## src/rtl/fifo_read_pkg.sv

```systemverilog
// fifo_read_pkg
//   Shared definitions for the FIFO read controller: FSM state encoding,
//   skid buffer depth and the width used for the skid occupancy count.
package fifo_read_pkg;

  typedef enum logic [1:0] {
    IDLE   = 2'd0,
    STREAM = 2'd1,
    FULL   = 2'd2
  } state_t;

  localparam int SKID_DEPTH = 2;
  // Occupancy ranges 0..SKID_DEPTH, so two bits are enough.
  localparam int OCC_W = 2;

endpackage

```

## src/rtl/fifo_read_skid.sv

```systemverilog
// fifo_read_skid
//   Two-entry skid buffer in FIFO order. Entry 0 is always the oldest and
//   drives the head outputs, so the head is stable while nothing is popped.
//   Optional macro FIFO_READ_PARITY_EN: stores the XOR parity of each entry
//   next to its data and presents it as head_parity.
// Ports:
//   clk_read    clock
//   rst         synchronous active-low reset
//   push        write push_data behind the current entries
//   push_data   incoming data
//   pop         drop the oldest entry
//   occupancy   number of valid entries (0..SKID_DEPTH)
//   head_data   oldest entry
//   head_parity parity of the oldest entry (FIFO_READ_PARITY_EN only)
module fifo_read_skid
  import fifo_read_pkg::*;
#(
  parameter int DATA_W = 8
) (
  input  logic              clk_read,
  input  logic              rst,
  input  logic              push,
  input  logic [DATA_W-1:0] push_data,
  input  logic              pop,
  output logic [OCC_W-1:0]  occupancy,
`ifdef FIFO_READ_PARITY_EN
  output logic              head_parity,
`endif
  output logic [DATA_W-1:0] head_data
);

`ifdef FIFO_READ_PARITY_EN
  localparam int ENTRY_W = DATA_W + 1;
  logic [ENTRY_W-1:0] push_entry;
  assign push_entry  = {^push_data, push_data};
`else
  localparam int ENTRY_W = DATA_W;
  logic [ENTRY_W-1:0] push_entry;
  assign push_entry  = push_data;
`endif

  logic [ENTRY_W-1:0] mem [SKID_DEPTH];

  assign head_data = mem[0][DATA_W-1:0];
`ifdef FIFO_READ_PARITY_EN
  assign head_parity = mem[0][DATA_W];
`endif

  // The controller never pushes into a full buffer without a pop in the
  // same cycle, and never pops an empty one.
  always_ff @(posedge clk_read) begin
    if (!rst) begin
      occupancy <= '0;
      for (int i = 0; i < SKID_DEPTH; i++) mem[i] <= '0;
    end else begin
      case ({push, pop})
        2'b10: begin
          mem[occupancy[0]] <= push_entry;
          occupancy         <= occupancy + 2'd1;
        end
        2'b01: begin
          mem[0]    <= mem[1];
          occupancy <= occupancy - 2'd1;
        end
        2'b11: begin
          // Occupancy unchanged; the new entry lands behind whatever remains.
          if (occupancy == 2'(SKID_DEPTH)) begin
            mem[0] <= mem[1];
            mem[1] <= push_entry;
          end else begin
            mem[0] <= push_entry;
          end
        end
        default: ;
      endcase
    end
  end

endmodule

```

## src/rtl/fifo_read_ctrl.sv

```systemverilog
// fifo_read_ctrl
//   Drains a FIFO with one-cycle registered read data into a valid/ready
//   stream through a two-entry skid buffer, counting completed transfers.
//   Optional macro FIFO_READ_PARITY_EN adds output m_parity (XOR of m_data).
// Ports:
//   clk_read          clock
//   rst               synchronous active-low reset
//   fifo_data_out     FIFO read data, valid the cycle after a strobe
//   fifo_empty        FIFO empty flag
//   fifo_read_enable  FIFO read strobe
//   m_data/m_valid    stream output, m_ready downstream accept
//   enable            drain enable (gates new reads only)
//   xfer_count        completed transfers, wraps
//   busy              read in flight or data buffered
//
//   state  | meaning
//   IDLE   | skid empty, no read in flight
//   STREAM | one entry buffered, or a read in flight
//   FULL   | two entries buffered, nothing in flight
module fifo_read_ctrl
  import fifo_read_pkg::*;
#(
  parameter int DATA_W = 8,
  parameter int CNT_W  = 16
) (
  input  logic              clk_read,
  input  logic              rst,
  input  logic [DATA_W-1:0] fifo_data_out,
  input  logic              fifo_empty,
  output logic              fifo_read_enable,
  output logic [DATA_W-1:0] m_data,
  output logic              m_valid,
  input  logic              m_ready,
  input  logic              enable,
  output logic [CNT_W-1:0]  xfer_count,
`ifdef FIFO_READ_PARITY_EN
  output logic              m_parity,
`endif
  output logic              busy
);

  localparam logic [OCC_W-1:0] DEPTH = OCC_W'(SKID_DEPTH);

  state_t           state_q, state_d;
  logic             in_flight_q;
  logic             run_q;
  logic [OCC_W-1:0] occupancy;
  logic [OCC_W-1:0] occ_after;
  logic [OCC_W-1:0] occ_next;
  logic             xfer;

  fifo_read_skid #(.DATA_W(DATA_W)) u_skid (
    .clk_read  (clk_read),
    .rst       (rst),
    .push      (in_flight_q),
    .push_data (fifo_data_out),
    .pop       (xfer),
    .occupancy (occupancy),
`ifdef FIFO_READ_PARITY_EN
    .head_parity (m_parity),
`endif
    .head_data (m_data)
  );

  assign m_valid   = (occupancy != '0);
  assign xfer      = m_valid & m_ready;
  assign occ_after = occupancy - {1'b0, xfer};
  // Entries present at the start of next cycle; a new strobe is only
  // allowed when its data will still have a free slot on capture.
  assign occ_next  = occ_after + {1'b0, in_flight_q};

  // run_q holds reads off for the first cycle after reset release; the
  // combinational rst term keeps the strobe low while reset is asserted.
  assign fifo_read_enable = rst & run_q & enable & ~fifo_empty & (occ_next < DEPTH);

  always_comb begin
    state_d = STREAM;
    if (occ_next == DEPTH)                          state_d = FULL;
    else if (occ_next == '0 && !fifo_read_enable)   state_d = IDLE;
  end

  assign busy = (state_q != IDLE);

  always_ff @(posedge clk_read) begin
    if (!rst) begin
      state_q     <= IDLE;
      in_flight_q <= 1'b0;
      run_q       <= 1'b0;
      xfer_count  <= '0;
    end else begin
      state_q     <= state_d;
      in_flight_q <= fifo_read_enable;
      run_q       <= 1'b1;
      if (xfer) xfer_count <= xfer_count + CNT_W'(1);
    end
  end

endmodule

```

## config.mk

```make
export PLATFORM = sky130hd
export DESIGN_NAME = fifo_read_ctrl
export DESIGN_NICKNAME = d
export VERILOG_FILES = /design/src/rtl/fifo_read_pkg.sv /design/src/rtl/fifo_read_skid.sv /design/src/rtl/fifo_read_ctrl.sv
export SDC_FILE = /design/constraint.sdc
export NUM_CORES = 1
export LEC_CHECK = 0
export CAP_MARGIN = 5
export CORE_UTILIZATION = 56
export CTS_BUF_LIST = sky130_fd_sc_hd__clkbuf_4
export DETAILED_ROUTE_END_ITERATION = 6
export PLACE_DENSITY_LB_ADDON = 0.08
export SETUP_SLACK_MARGIN = 0.02
export SLEW_MARGIN = 40
export SYNTH_ARGS = -nofsm -noshare
export SYNTH_HDL_FRONTEND = slang
export SYNTH_SLANG_ARGS = --single-unit
```

## constraint.sdc

```tcl
create_clock -name clk_read -period 5.15 [get_ports clk_read]
set_clock_uncertainty 0.05 [all_clocks]
set_input_delay 1.2875 -clock clk_read [delete_from_list [all_inputs] [get_ports clk_read]]
set_output_delay 1.2875 -clock clk_read [all_outputs]
set_load 0.05 [all_outputs]
```

Yosys cells after proc, flatten, opt, wreduce, memory -nomap -nowiden
Memory sizes are Yosys's and may differ from the RTL's.
Index checks and enable logic that the tools add are counted.
Widths: inputs -> output; s select.

storage, ports and cells
  bits in registers = 22
  output and inout port bits = 27
  word-level logic and storage cells = 63
  bits of input ports = 13
  memories = 1
  bits in writable memories = 16

operators by class
  muxes and demuxes = 26
  magnitude comparators = 1
  reduce and logical (&&, ||, !) cells = 8
  bitwise gates (word level) = 11
  equality and inequality tests = 5
  add/subtract/negate cells = 5

memory list
  memory      depth  bits a word  rd ports  clocked after Yosys merged registers in  wr ports  line                  source
  u_skid.mem  2      8            2         0                                        2         fifo_read_skid.sv:42  logic [ENTRY_W-1:0] mem [SKID_DEPTH];

operators with widths
  operator               count
  $mux 8                 5
  $mux 1                 19
  $add 16x1->16 const B  1
  $eq 2x2->1 const B     4
  $reduce_or 8->1        1
  $reduce_bool 2->1      3
  $and 1x1->1            5
  $or 1x1->1             4
  $pmux 2 s2             1
  $add 2x1->2            1
  $add 2x1->2 const B    1
  $eq 2x1->1 const B     1
  $logic_not 2->1        1
  $lt 2x2->1 const B     1
  $mux 2                 1
  $not 1->1              2
  $reduce_or 2->1        1
  $sub 2x1->2            1
  $sub 2x1->2 const B    1
  $logic_and 1x1->1      1
  $logic_not 1->1        1

Depth between registers and ports, before layout
  depth in word-level cells = 10
  mapped depth = 9
  gate-level depth less buffers = 8

Cells and area by module
Synthesis repeated with hierarchy kept, for this count alone.

unflattened totals
  cell total of the unflattened synthesis = 174
  area, all modules = 1799.2 um^2

modules (own cells, without submodules)
  module          times used  area an instance (um^2)  seq. area each (um^2)  cells an instance
  fifo_read_ctrl  1           905.9                    400.4                  98
  fifo_read_skid  1           893.4                    520.5                  76

Least setup slack after synthesis
OpenSTA, ideal clock, no wires.

  kind = input to output
  start point = in m_ready
  end point = out fifo_read_enable
  arrival = 2882 ps
  slack = 930 ps
  stages on the path = 8
  buffers on the path = 0
  required time = 3813 ps
  cell sequence = o21a_1 ha_1 inv_1 ha_1 xnor2_1 xnor2_1 nor3_1 and2_1

on the way
  longest elaborated chain between the ends = 5

ends and longest elaborated chain
  what                line                  source
  start: declaration  fifo_read_ctrl.sv:33  input logic m_ready,
  $and 1x1->1         fifo_read_ctrl.sv:66  assign xfer = m_valid & m_ready;
  $sub 2x1->2         fifo_read_ctrl.sv:67  assign occ_after = occupancy - {1'b0, xfer};
  $add 2x1->2         fifo_read_ctrl.sv:70  assign occ_next = occ_after + {1'b0, in_flight_q};
  $lt 2x2->1          fifo_read_ctrl.sv:74  assign fifo_read_enable = rst & run_q & enable & ~fifo_empty & (occ_next < DEPTH);
  $and 1x1->1         fifo_read_ctrl.sv:74
  end: declaration    fifo_read_ctrl.sv:30  output logic fifo_read_enable,

Every way passes these cells.

Worst setup path after layout
Same ends and word-level chain as after synthesis.

==> results_tabular.tex <==
\begin{tabular}{lr}
\hline
Metric & Value \\
\hline
\multicolumn{2}{l}{\textbf{Drt}} \\
\quad Number of vias in the routed layout & 1,324 \\
\quad Ratio of routed vias to standard cells & 5.23 \\
\quad Top layer in use & met4 \\
\quad Routed met2 length & 1620 um \\
\quad DRC viols & 0 \\
\quad Total wire length after detailed routing & 3260 um \\
\quad Initial drt markers & 18 \\
\quad Met1 wire length & 1470 um \\
\quad Routed length per placed instance & 12.9 um \\
\quad Antenna-violating nets left & 0 \\
\quad DR WL met3 & 168 um \\
\quad Number of iterations in the first detailed-routing pass & 5 \\
\multicolumn{2}{l}{\textbf{CTS}} \\
\quad TritonCTS clock tree & yes \\
\quad CTS H-tree depth & 2 \\
\quad Clock sinks & 38 \\
\quad Clock slew seen by the registers of the worst setup and hold paths & 0.10 ns \\
\quad Worst skew pair latency & 0.33 ns \\
\quad Post-CTS setup-driven buffer insertion count & 0 \\
\quad Total CTS buffers & 5 \\
\quad CTS resizes & 0 \\
\quad Max Root-Sink Buffers & 2 \\
\quad Number of buffers inserted by hold repair at cts & 0 \\
\quad Clock tree root buffer cell & sky130\_fd\_sc\_hd\_\_clkbuf\_4 \\
\multicolumn{2}{l}{\textbf{Synth}} \\
\quad Syn\_area\_per\_cell & 11.0 um2 \\
\quad Count of warnings emitted by yosys & 0 \\
\quad Sequential element share of the synthesized area & 0.506 \\
\quad Netlist area before placement & 0.00182 mm2 \\
\quad Number of synthesized flops with an enable pin & 16 \\
\quad Primary flip-flop cell chosen by synthesis mapping & sky130\_fd\_sc\_hd\_\_dfxtp\_1 \\
\quad Proportion of synthesized flip-flops having asynchronous set or reset & 0 \\
\quad Synth Net Count & 184 \\
\quad Flip-flop and latch count after synthesis & 38 \\
\quad Post-synthesis instance total & 165 \\
\quad Distinct cell type count after synthesis & 34 \\
\multicolumn{2}{l}{\textbf{Setup path}} \\
\quad Worst reg-to-reg path cell count & 7 \\
\quad Type of origin of the critical path & input port \\
\quad R2r startpoint & u\_skid.occupancy[0]\$\_SDFFE\_PN0P\_ \\
\quad Critical Path Source & m\_ready \\
\quad Required time of the worst setup path & 3.81 ns \\
\quad Classification of the worst setup path & input port to primary output \\
\quad End of the worst register-to-register path & u\_skid.mem[0][0]\$\_DFFE\_PP\_ \\
\quad Crit end category & primary output \\
\quad Top fanout value on the critical path & 3 \\
\quad Worst Path Arrival & 3.40 ns \\
\quad R2r setup slk & 2.92 ns \\
\multicolumn{2}{l}{\textbf{STA}} \\
\quad Max-slew violation count & 0 \\
\quad Final hold violations & 0 \\
\quad Fmax & 211 MHz \\
\quad Worst-Margin Slew & 0.511 ns \\
\quad Final critical-path share of the clock period & 0.920 \\
\quad RSZ-0062 raised after global routing & no \\
\quad Setup total negative slack & 0 ns \\
\quad Number of endpoints failing setup at the final stage & 0 \\
\quad Shortest period the worst path allows & 4.74 ns \\
\quad Slew Limit Headroom & 0.658 \\
\multicolumn{2}{l}{\textbf{Place}} \\
\quad Final weighted congestion of routability-driven global placement & 0.716 \\
\quad Number of I/O port buffers & 39 \\
\quad Number of cells in the design after placement & 245 \\
\quad Detailed-placement wirelength estimate & 2400 um \\
\multicolumn{2}{l}{\textbf{GRT}} \\
\quad Global-route wire length before repair & 5700 um \\
\quad Number of global-route vias before repair & 1,317 \\
\quad GRT Resource Usage Total & 0.222 \\
\quad Remaining global-route overflow & 0 \\
\quad Initial antenna violation count & 0 \\
\quad Maximum number of pins on one net before global-route repair & 34 \\
\multicolumn{2}{l}{\textbf{Floorplan}} \\
\quad Chip Height & 59.0 um \\
\quad Starting density of the core & 0.591 \\
\quad Core ar. & 0.00308 mm2 \\
\quad FP Rows & 20 \\
\quad Overall die area & 0.00348 mm2 \\
\quad Number of top-level pins & 40 \\
\quad Die Span X & 59.0 um \\
\multicolumn{2}{l}{\textbf{Worst hold path}} \\
\quad Worst Hold Path Cells & 2 \\
\quad Hold\_sp & xfer\_count[15]\$\_SDFFE\_PN0N\_ \\
\quad Class of the tightest hold or removal check & flip-flop to flip-flop \\
\quad Worst Hold Endpoint & xfer\_count[15]\$\_SDFFE\_PN0N\_ \\
\multicolumn{2}{l}{\textbf{Layout}} \\
\quad Final Non-Filler Cells & 253 \\
\quad Fill cell instance count of the final layout & 225 \\
\quad Final core occ & 0.753 \\
\quad P\&R area growth vs syn & 27.3\% \\
\quad Layout cell share with drive strength beyond 1 & 0.0861 \\
\quad Net total in the final layout & 227 \\
\quad N\_diodes & 0 \\
\multicolumn{2}{l}{\textbf{Power and ir drop}} \\
\quad Total power consumption of the routed design & 610 uW \\
\quad Static leakage & 0.885 nW \\
\quad Max rail drop VDD & 0.000205 V \\
\quad Power per cell area & 263 mW/mm2 \\
\multicolumn{2}{l}{\textbf{Flow run}} \\
\quad Max Cap Viol & 0 \\
\multicolumn{2}{l}{\textbf{Status}} \\
\quad Run status & completed \\
\hline
\end{tabular}
-- kinds of logic (layout without fill, tap and decap cells) --
family	after synthesis	after routing	share of synthesized area
AO/OA/AOI/OAI	27	27	0.118
XOR/XNOR	12	12	0.0577
adder cells (fa/ha/maj)	6	6	0.0412
buffers and inverters	13	57	0.0330
flip-flops	38	38	0.506
multiplexers	4	4	0.0220
AND/OR/NAND/NOR	65	65	0.222
-- critical path, stage by stage --
cell	delay [ns]
sky130_fd_sc_hd__clkdlybuf4s50_1	0.48
sky130_fd_sc_hd__o21a_1	0.16
sky130_fd_sc_hd__ha_1	0.27
sky130_fd_sc_hd__inv_1	0.04
sky130_fd_sc_hd__ha_1	0.19
sky130_fd_sc_hd__xnor2_1	0.19
sky130_fd_sc_hd__xnor2_1	0.11
sky130_fd_sc_hd__nor3_1	0.29
sky130_fd_sc_hd__and2_1	0.23
sky130_fd_sc_hd__buf_12	0.15
-- cell usage after synthesis (2+ instances only) --
| master | number | area (um2) |
|---|---|---|
| sky130_fd_sc_hd__ha_1 | 6 | 75.1 |
| sky130_fd_sc_hd__edfxtp_1 | 16 | 480 |
| sky130_fd_sc_hd__nand3_1 | 3 | 15.0 |
| sky130_fd_sc_hd__dfxtp_1 | 22 | 440 |
| sky130_fd_sc_hd__a21boi_0 | 3 | 22.5 |
| sky130_fd_sc_hd__or3_1 | 4 | 25.0 |
| sky130_fd_sc_hd__o21ai_0 | 4 | 20.0 |
| sky130_fd_sc_hd__nand2_1 | 15 | 56.3 |
| sky130_fd_sc_hd__o21a_1 | 3 | 22.5 |
| sky130_fd_sc_hd__or2_2 | 2 | 12.5 |
| sky130_fd_sc_hd__xnor2_1 | 10 | 87.6 |
| sky130_fd_sc_hd__mux2i_1 | 4 | 40.0 |
| sky130_fd_sc_hd__xor2_1 | 2 | 17.5 |
| sky130_fd_sc_hd__inv_1 | 8 | 30.0 |
| sky130_fd_sc_hd__and2_1 | 19 | 119 |
| sky130_fd_sc_hd__nand4_1 | 4 | 25.0 |
| sky130_fd_sc_hd__clkbuf_1 | 3 | 11.3 |
| sky130_fd_sc_hd__nor3_1 | 4 | 20.0 |
| sky130_fd_sc_hd__a21oi_1 | 3 | 15.0 |
| sky130_fd_sc_hd__nand2b_1 | 5 | 31.3 |
| sky130_fd_sc_hd__a21boi_1 | 3 | 22.5 |
| sky130_fd_sc_hd__and3b_1 | 2 | 17.5 |
| sky130_fd_sc_hd__and4_1 | 2 | 17.5 |
| sky130_fd_sc_hd__a22o_1 | 8 | 70.1 |
-- registers in the layout, indices dropped and copies added (netlist names) --
signal,count
u_skid.occupancy,2
u_skid.mem,16
xfer_count,16
state_q,2
run_q,1
in_flight_q,1
-- cell usage in the layout (no fill, tap or decap), drive strengths merged --
cell type	count
o21a	3
o21ai	5
xor2	2
nand4	4
nor3	4
nor2b	1
or3	4
nor3b	1
clkdlybuf4s50	38
and2	19
dfxtp	22
xnor2	10
clkinv	1
and4	2
and3b	2
nand2b	5
buf	3
clkbuf	7
mux2i	4
and2b	1
a22o	8
nand3	4
inv	8
o2111a	1
a21oi	3
o211ai	1
or2	2
nor4	1
ha	6
a21boi	6
nand2	15
edfxtp	16
-- routing by layer --
layer,global-route usage,vias up
li1,-,667
met1,0.255,621
met2,0.372,34
met3,0.0852,2
met4,0.0884,0
met5,0,-
-- power breakdown --
group,switching [mW],total [mW],internal [mW]
clock,0.0886,0.152,0.0630
sequential,0.00956,0.339,0.330
combinational,0.0713,0.119,0.0482
-- area by class of cell --
class,count,area (um2),share of cell area
clock buffers,7,52.6,0.0227
clock inverters,1,3.75,0.00162
inverters,8,30.0,0.0130
multi-input cells,114,840,0.362
flip-flops and latches,38,921,0.397
well taps,44,55.1,0.0238
repair buffers,41,415,0.179
-- metrics by stage --
| stage | cell area, um2 | hold WS, ns | setup slack [ns] |
|---|---|---|---|
| 2_1_floorplan | 1820 | 0.462 | 0.930 |
| 3_3_place_gp | 2260 | 0.402 | 0.539 |
| 3_5_place_dp | 2260 | 0.415 | 0.393 |
| 4_1_cts | 2320 | 0.435 | 0.390 |
| 5_1_grt | 2320 | 0.490 | 0.246 |
| 6_report | 2320 | 0.433 | 0.412 |
-- worst max path at each step --
stage / end / depth (start not counted) / slack, ns
after floorplan: fifo_read_enable / 8 / 0.93
after global placement: fifo_read_enable / 10 / 0.54
after detailed placement: fifo_read_enable / 10 / 0.39
after CTS: fifo_read_enable / 10 / 0.39
after global routing: fifo_read_enable / 10 / 0.25
final: fifo_read_enable / 10 / 0.41
No activity file was read; power rests on OpenSTA's default activity.
